### config.mk
export PLATFORM = sky130hd
export DESIGN_NAME = ps2_cmd_sequencer
export DESIGN_NICKNAME = d
export VERILOG_FILES = /design/src/rtl/ps2_cmd_pkg.sv /design/src/rtl/cmd_fifo.sv /design/src/rtl/ps2_cmd_sequencer.sv
export SDC_FILE = /design/constraint.sdc
export NUM_CORES = 1
export LEC_CHECK = 0
export CAP_MARGIN = 10
export CELL_PAD_IN_SITES_DETAIL_PLACEMENT = 0
export CELL_PAD_IN_SITES_GLOBAL_PLACEMENT = 1
export CORE_ASPECT_RATIO = 1.75
export CORE_MARGIN = 8
export CORE_UTILIZATION = 40
export DETAILED_ROUTE_END_ITERATION = 6
export PLACE_DENSITY = 0.73
export SLEW_MARGIN = 20
export SYNTH_ARGS = -nofsm -noshare
export SYNTH_HDL_FRONTEND = slang
export SYNTH_SLANG_ARGS = --single-unit
### constraint.sdc
create_clock -name CLOCK_50 -period 3.6 [get_ports CLOCK_50]
set_input_delay 0.72 -clock CLOCK_50 [delete_from_list [all_inputs] [get_ports CLOCK_50]]
set_output_delay 0.72 -clock CLOCK_50 [all_outputs]
set_load 0.01 [all_outputs]
### src/rtl/ps2_cmd_pkg.sv
`default_nettype none
// ============================================================================
// Module  : ps2_cmd_pkg
// Brief   : Scan codes, command encodings and parser states for ps2_cmd_sequencer
// Revision: 1.0
// ============================================================================
package ps2_cmd_pkg;

    localparam logic [7:0] SC_H     = 8'h33;
    localparam logic [7:0] SC_S     = 8'h1B;
    localparam logic [7:0] SC_D     = 8'h23;
    localparam logic [7:0] SC_BREAK = 8'hF0;
    localparam logic [7:0] SC_EXT   = 8'hE0;
    localparam logic [7:0] SC_BAT   = 8'hAA;

    localparam logic [1:0] CMD_HIT   = 2'd0;
    localparam logic [1:0] CMD_STAND = 2'd1;
    localparam logic [1:0] CMD_DEAL  = 2'd2;

    localparam logic [1:0] ST_IDLE      = 2'd0;
    localparam logic [1:0] ST_BREAK     = 2'd1;
    localparam logic [1:0] ST_EXT       = 2'd2;
    localparam logic [1:0] ST_EXT_BREAK = 2'd3;

    typedef struct packed {
        logic       mapped;
        logic [1:0] code;
        logic [2:0] onehot;   // {D,S,H}, matches held_keys / accept_mask layout
    } key_lookup_t;

    function automatic key_lookup_t lookup_key(input logic [7:0] b);
        key_lookup_t k;
        k = '{mapped: 1'b0, code: CMD_HIT, onehot: 3'b000};
        case (b)
            SC_H:    k = '{mapped: 1'b1, code: CMD_HIT,   onehot: 3'b001};
            SC_S:    k = '{mapped: 1'b1, code: CMD_STAND, onehot: 3'b010};
            SC_D:    k = '{mapped: 1'b1, code: CMD_DEAL,  onehot: 3'b100};
            default: k = '{mapped: 1'b0, code: CMD_HIT,   onehot: 3'b000};
        endcase
        return k;
    endfunction

    function automatic logic is_protocol_byte(input logic [7:0] b);
        logic r;
        case (b)
            8'h00, 8'hAA, 8'hEE, 8'hFA,
            8'hFC, 8'hFD, 8'hFE, 8'hFF: r = 1'b1;
            default:                    r = 1'b0;
        endcase
        return r;
    endfunction

endpackage
`default_nettype wire

### src/rtl/cmd_fifo.sv
`default_nettype none
// ============================================================================
// Module  : cmd_fifo
// Brief   : Synchronous FIFO with push/pop/flush; head is read combinationally
// Revision: 1.0
// ============================================================================
module cmd_fifo #(
    parameter int DEPTH = 4,
    parameter int WIDTH = 2
) (
    input  logic                     clk,
    input  logic                     rst,
    input  logic                     push,
    input  logic [WIDTH-1:0]         push_data,
    input  logic                     pop,
    input  logic                     flush,
    output logic                     full,
    output logic                     empty,
    output logic [WIDTH-1:0]         head,
    output logic [$clog2(DEPTH):0]   count
);

    localparam int AW = $clog2(DEPTH);

    logic [WIDTH-1:0] mem [DEPTH];
    logic [AW-1:0]    rd_ptr;
    logic [AW-1:0]    wr_ptr;
    logic [AW:0]      cnt;
    logic             do_pop;
    logic             do_push;

    assign full    = (cnt == (AW+1)'(DEPTH));
    assign empty   = (cnt == '0);
    assign head    = mem[rd_ptr];
    assign count   = cnt;
    assign do_pop  = pop && !empty;
    // A pop in the same cycle frees the slot, so a full FIFO may still accept
    assign do_push = push && (!full || do_pop);

    always_ff @(posedge clk) begin
        if (rst) begin
            rd_ptr <= '0;
            wr_ptr <= '0;
            cnt    <= '0;
            for (int i = 0; i < DEPTH; i++) begin
                mem[i] <= '0;
            end
        end else if (flush) begin
            rd_ptr <= '0;
            wr_ptr <= '0;
            cnt    <= '0;
        end else begin
            if (do_push) begin
                mem[wr_ptr] <= push_data;
                wr_ptr      <= wr_ptr + 1'b1;
            end
            if (do_pop) begin
                rd_ptr <= rd_ptr + 1'b1;
            end
            case ({do_push, do_pop})
                2'b10:   cnt <= cnt + 1'b1;
                2'b01:   cnt <= cnt - 1'b1;
                default: cnt <= cnt;
            endcase
        end
    end

endmodule
`default_nettype wire

### src/rtl/ps2_cmd_sequencer.sv
`default_nettype none
// ============================================================================
// Module  : ps2_cmd_sequencer
// Brief   : PS/2 set-2 parser with typematic suppression, phase mask and cmd queue
// Revision: 1.0
// ============================================================================
module ps2_cmd_sequencer
    import ps2_cmd_pkg::*;
#(
    parameter int FIFO_DEPTH     = 4,
    parameter int PREFIX_TIMEOUT = 100000
) (
    input  logic                          CLOCK_50,
    input  logic                          reset,
    input  logic [7:0]                    ps2_data,
    input  logic                          ps2_data_en,
    input  logic [2:0]                    accept_mask,
    input  logic                          flush,
    input  logic                          cmd_ready,
    output logic                          cmd_valid,
    output logic [1:0]                    cmd_code,
    output logic [2:0]                    held_keys,
    output logic                          overflow,
    output logic [$clog2(FIFO_DEPTH):0]   fifo_count
);

    localparam int CW = $clog2(PREFIX_TIMEOUT + 1);

    logic [1:0]    state;
    logic [CW-1:0] tmo_cnt;
    logic [2:0]    held;
    logic          ovf;

    key_lookup_t   key;
    logic          proto;
    logic          make_evt;
    logic          fresh_make;
    logic          want_push;
    logic          pop;
    logic          fifo_full;
    logic          fifo_empty;

    assign key        = lookup_key(ps2_data);
    assign proto      = is_protocol_byte(ps2_data);
    assign make_evt   = ps2_data_en && !proto && (state == ST_IDLE) && key.mapped;
    // A key already held is a typematic repeat and never re-fires
    assign fresh_make = make_evt && ((held & key.onehot) == 3'b000);
    assign want_push  = fresh_make && ((accept_mask & key.onehot) != 3'b000);
    assign pop        = cmd_valid && cmd_ready;

    always_ff @(posedge CLOCK_50) begin
        if (reset) begin
            state   <= ST_IDLE;
            tmo_cnt <= '0;
            held    <= 3'b000;
            ovf     <= 1'b0;
        end else begin
            if (want_push && fifo_full && !pop && !flush) begin
                ovf <= 1'b1;
            end

            if (ps2_data_en) begin
                tmo_cnt <= '0;
                if (proto) begin
                    state <= ST_IDLE;
                    if (ps2_data == SC_BAT) begin
                        held <= 3'b000;
                    end
                end else begin
                    case (state)
                        ST_IDLE: begin
                            if (ps2_data == SC_BREAK) begin
                                state <= ST_BREAK;
                            end else if (ps2_data == SC_EXT) begin
                                state <= ST_EXT;
                            end else if (fresh_make) begin
                                held <= held | key.onehot;
                            end
                        end
                        ST_BREAK: begin
                            held  <= held & ~key.onehot;
                            state <= ST_IDLE;
                        end
                        ST_EXT: begin
                            state <= (ps2_data == SC_BREAK) ? ST_EXT_BREAK : ST_IDLE;
                        end
                        default: begin
                            state <= ST_IDLE;
                        end
                    endcase
                end
            end else if (state != ST_IDLE) begin
                // Abandon a dangling prefix after PREFIX_TIMEOUT quiet cycles
                if (tmo_cnt == CW'(PREFIX_TIMEOUT - 1)) begin
                    state   <= ST_IDLE;
                    tmo_cnt <= '0;
                end else begin
                    tmo_cnt <= tmo_cnt + 1'b1;
                end
            end
        end
    end

    cmd_fifo #(
        .DEPTH (FIFO_DEPTH),
        .WIDTH (2)
    ) u_fifo (
        .clk       (CLOCK_50),
        .rst       (reset),
        .push      (want_push),
        .push_data (key.code),
        .pop       (cmd_ready),
        .flush     (flush),
        .full      (fifo_full),
        .empty     (fifo_empty),
        .head      (cmd_code),
        .count     (fifo_count)
    );

    assign cmd_valid = !fifo_empty;
    assign held_keys = held;
    assign overflow  = ovf;

endmodule
`default_nettype wire

==> results.py <==
metrics = {
    "layout": {
        "drive_gt1_frac": 0.1073,
        "final_util": 0.4925,
        "fin_nets": 306,
        "num-fill-cells": 581,
        "antenna_cells": 0,
        "instances_no_fill": 365,
        "stdcell_area_um2": 2729,
        "area.growth.synth_to_final_pct": 18.86,
    },
    "yosys": {
        "synth_cell_types": 55,
        "synth_compound_area_frac": 0.1204,
        "synth_top_family_by_area": "simple AND/OR/NAND/NOR gates",
        "ys_ff_latch": 40,
        "synth.avg_cell_area_um2": 8.697,
        "synth.area.mux_share": 0.03270,
        "syn-cell-area_um2": 2296,
        "synth-simple-area-share": 0.3172,
        "synth-xor-area-share": 0.07248,
        "yosysTopAreaCell": "dfxtp_1",
        "ys_seq_area_frac": 0.3837,
        "synth_edf_count": 8,
        "async_flop_share": 0,
        "synth_area_leaders": "dfxtp_1 28%, edfxtp_1 10%, nor2_1 5.9%",
        "synth.top_cell.area_share": 0.2790,
        "synth_ff_type": "dfxtp_1",
        "syn_nets": 282,
        "synth_fa_ha_area_frac": 0.01417,
        "syn-instance-count": 264,
        "synth_warnings": 0,
    },
    "timing": {
        "skew_ns": 0.006217,
        "finalHoldViolCount": 0,
        "finalWorstPathRequiredPeriod_ns": 3.110,
        "tightest_slew_ns": 0.5730,
        "slew_violations": 0,
        "rsz0062_at_grt": "no",
        "relSlewSlack": 0.6170,
        "period_share": 0.8639,
        "tns_ns": 0,
        "setup_viol": 0,
        "max_freq_mhz": 321.5,
    },
    "die": {
        "coreArea_um2": 5540,
        "die_h_um": 116.2,
        "initial_core_util": 0.4144,
        "row_count": 36,
        "die_x_um": 73.27,
        "io_pins": 26,
        "die_area_um2": 8516,
    },
    "route": {
        "firstDrtPassIters": 4,
        "post_drt_wl_per_cell_um": 15.21,
        "drtIter0Drc": 67,
        "drt-total-wl_um": 5553,
        "drc": 0,
        "via_per_inst": 5.400,
        "ant_nets": 0,
        "vias": 1971,
    },
    "power_and_ir_drop": {
        "leakagePower_uw": 0.0008373,
        "peakVddDrop_mv": 0.1982,
        "p_per_area_nw_per_um2": 332.9,
    },
    "place": {
        "dp_cells": 357,
        "dpl.hpwl_um": 4379,
        "place_area_um2": 2614,
        "io_buffers": 25,
        "gp_congestion": 0.8312,
    },
    "clock_network": {
        "ctsResizeCount": 0,
        "cts_tree": "built",
        "cts.sinks": 40,
        "htreeDepth": 2,
        "worstSkewPairLatency_ns": 0.29,
        "cts-buffers-inserted": 5,
        "clockBufferDepth": 2,
        "hold_buffers": 0,
        "clkTransAtPathRegs_ns": 0.09,
        "root_buffer": "clkbuf_8",
        "cts_setup_buffers": 0,
    },
    "global_routing": {
        "grt_first_pass_wirelength_um": 9473,
        "overflow": 0,
        "grtUsageTotal": 0.1423,
        "grt_max_degree": 18,
        "grt_pass1_vias": 2027,
        "antenna_found_initial": 0,
    },
    "worst_setup_path": {
        "end_kind": "flip-flop",
        "criticalPathCategory": "input port to flip-flop",
        "critical_path_arrival_ns": 3.35,
        "required_ns": 3.84,
        "cp-start-kind": "input port",
        "cp_max_fo": 9,
    },
    "run": {
        "drv_cap": 0,
    },
    "run_status": {
        "status": "finished, final reports clean",
    },
    "min_path": {
        "hold_path.class": "flip-flop to flip-flop",
    },
}
-- Yosys cell counts, drive strengths merged, types with 5 or more instances --
cell and instances:
nor2 36, dfxtp 32, nand2 23, nor4 16, inv 15, nor3 15
xnor2 14, nand3 13, buf 8, edfxtp 8, nand4 8, a21oi 7
clkbuf 7, or4 6, xor2 5
-- per-stage QoR --
step	power (uW)	setup slack (ns)	hold slack, ns
finish	908.5	0.4900	0.4772
global route	950.1	0.2687	0.5188
CTS	928.5	0.5378	0.4850
detailed placement	542.6	0.2317	0.4632
global placement	542.8	0.2732	0.4538
floorplan	507.5	0.6770	0.4493
-- state kept, by name, summed over array words and instances (netlist names), named ones only --
register	cells
overflow	1
u_fifo.rd_ptr	2
u_fifo.mem	8
u_fifo.count	3
state	2
held_keys	3
u_fifo.wr_ptr	2
tmo_cnt	17
-- final cells by class --
cell class,count,area (um2),share of cell area
Timing Repair Buffer,32,302.8,0.1110
Clock inverter,3,46.29,0.01696
Multi-Input combinational cell,194,1279,0.4686
Sequential cell,40,880.8,0.3228
Clock buffer,5,68.82,0.02522
Inverter,15,56.30,0.02063
Tap cell,76,95.09,0.03485
-- report_power, final --
| group | internal [uW] | switching, uW | leakage, uW |
|---|---|---|---|
| Combinational | 30.9 | 40.9 | 0.000445 |
| Sequential | 459 | 0.949 | 0.000338 |
| Clock | 209 | 168 | 0.0000548 |
| Total | 699 | 210 | 0.000837 |
-- cell usage in the layout (no fill, tap or decap), types with 2 or more instances in the layout --
master / n
nor2_1: 36
o2111ai_1: 3
inv_1: 15
xor2_1: 5
or3_1: 2
buf_4: 7
o21ai_0: 4
nand3b_1: 3
edfxtp_1: 8
clkbuf_8: 5
a21oi_1: 6
o31ai_1: 3
nand2_1: 23
xnor2_1: 14
nor3_1: 14
o21bai_1: 2
a311oi_1: 2
nor4b_1: 2
or4_1: 6
nand3_1: 12
a211oi_1: 2
mux2i_1: 3
and3b_1: 2
mux4_2: 2
nor4_1: 15
dfxtp_1: 32
or2_2: 2
nand4_1: 7
clkdlybuf4s50_1: 25
-- final timing paths --
path                              start                           end  slack, ns  cells past startpoint
setup reg to reg  state[0]$_SDFFE_PP0P_  u_fifo.count[2]$_SDFFE_PP0P_       1.28                     11
hold reg to reg   overflow$_SDFFE_PP0P_         overflow$_SDFFE_PP0P_       0.48                      2
hold / removal    overflow$_SDFFE_PP0P_         overflow$_SDFFE_PP0P_       0.48                      2
setup / recovery            ps2_data[5]  u_fifo.count[2]$_SDFFE_PP0P_       0.49                     12
-- critical path, cell delays in order --
cell,delay [ns]
clkdlybuf4s50_1,0.62
nor2b_4,0.24
a311o_2,0.29
nor3_2,0.07
nand4_2,0.10
nand2_1,0.07
fa_1,0.47
nor4b_1,0.42
nand2_1,0.10
o21ai_0,0.08
a41oi_1,0.06
nand3_1,0.10
-- kinds of logic after synthesis --
family | count (synthesis)
AND/OR/NAND/NOR | 135
flip-flops | 40
AO/OA/AOI/OAI | 33
buffers and inverters | 30
XOR/XNOR | 19
multiplexers | 5
adder cells (fa/ha/maj) | 2
-- metal layers --
metal	vias up	GRT usage	wire, um
met4	0	0.06855	149
li1	1012	-	-
met2	23	0.2891	3332
met1	926	0.1270	1961
met5	-	0	0
met3	10	0.02322	109
Power figures use the tool's default switching activity.
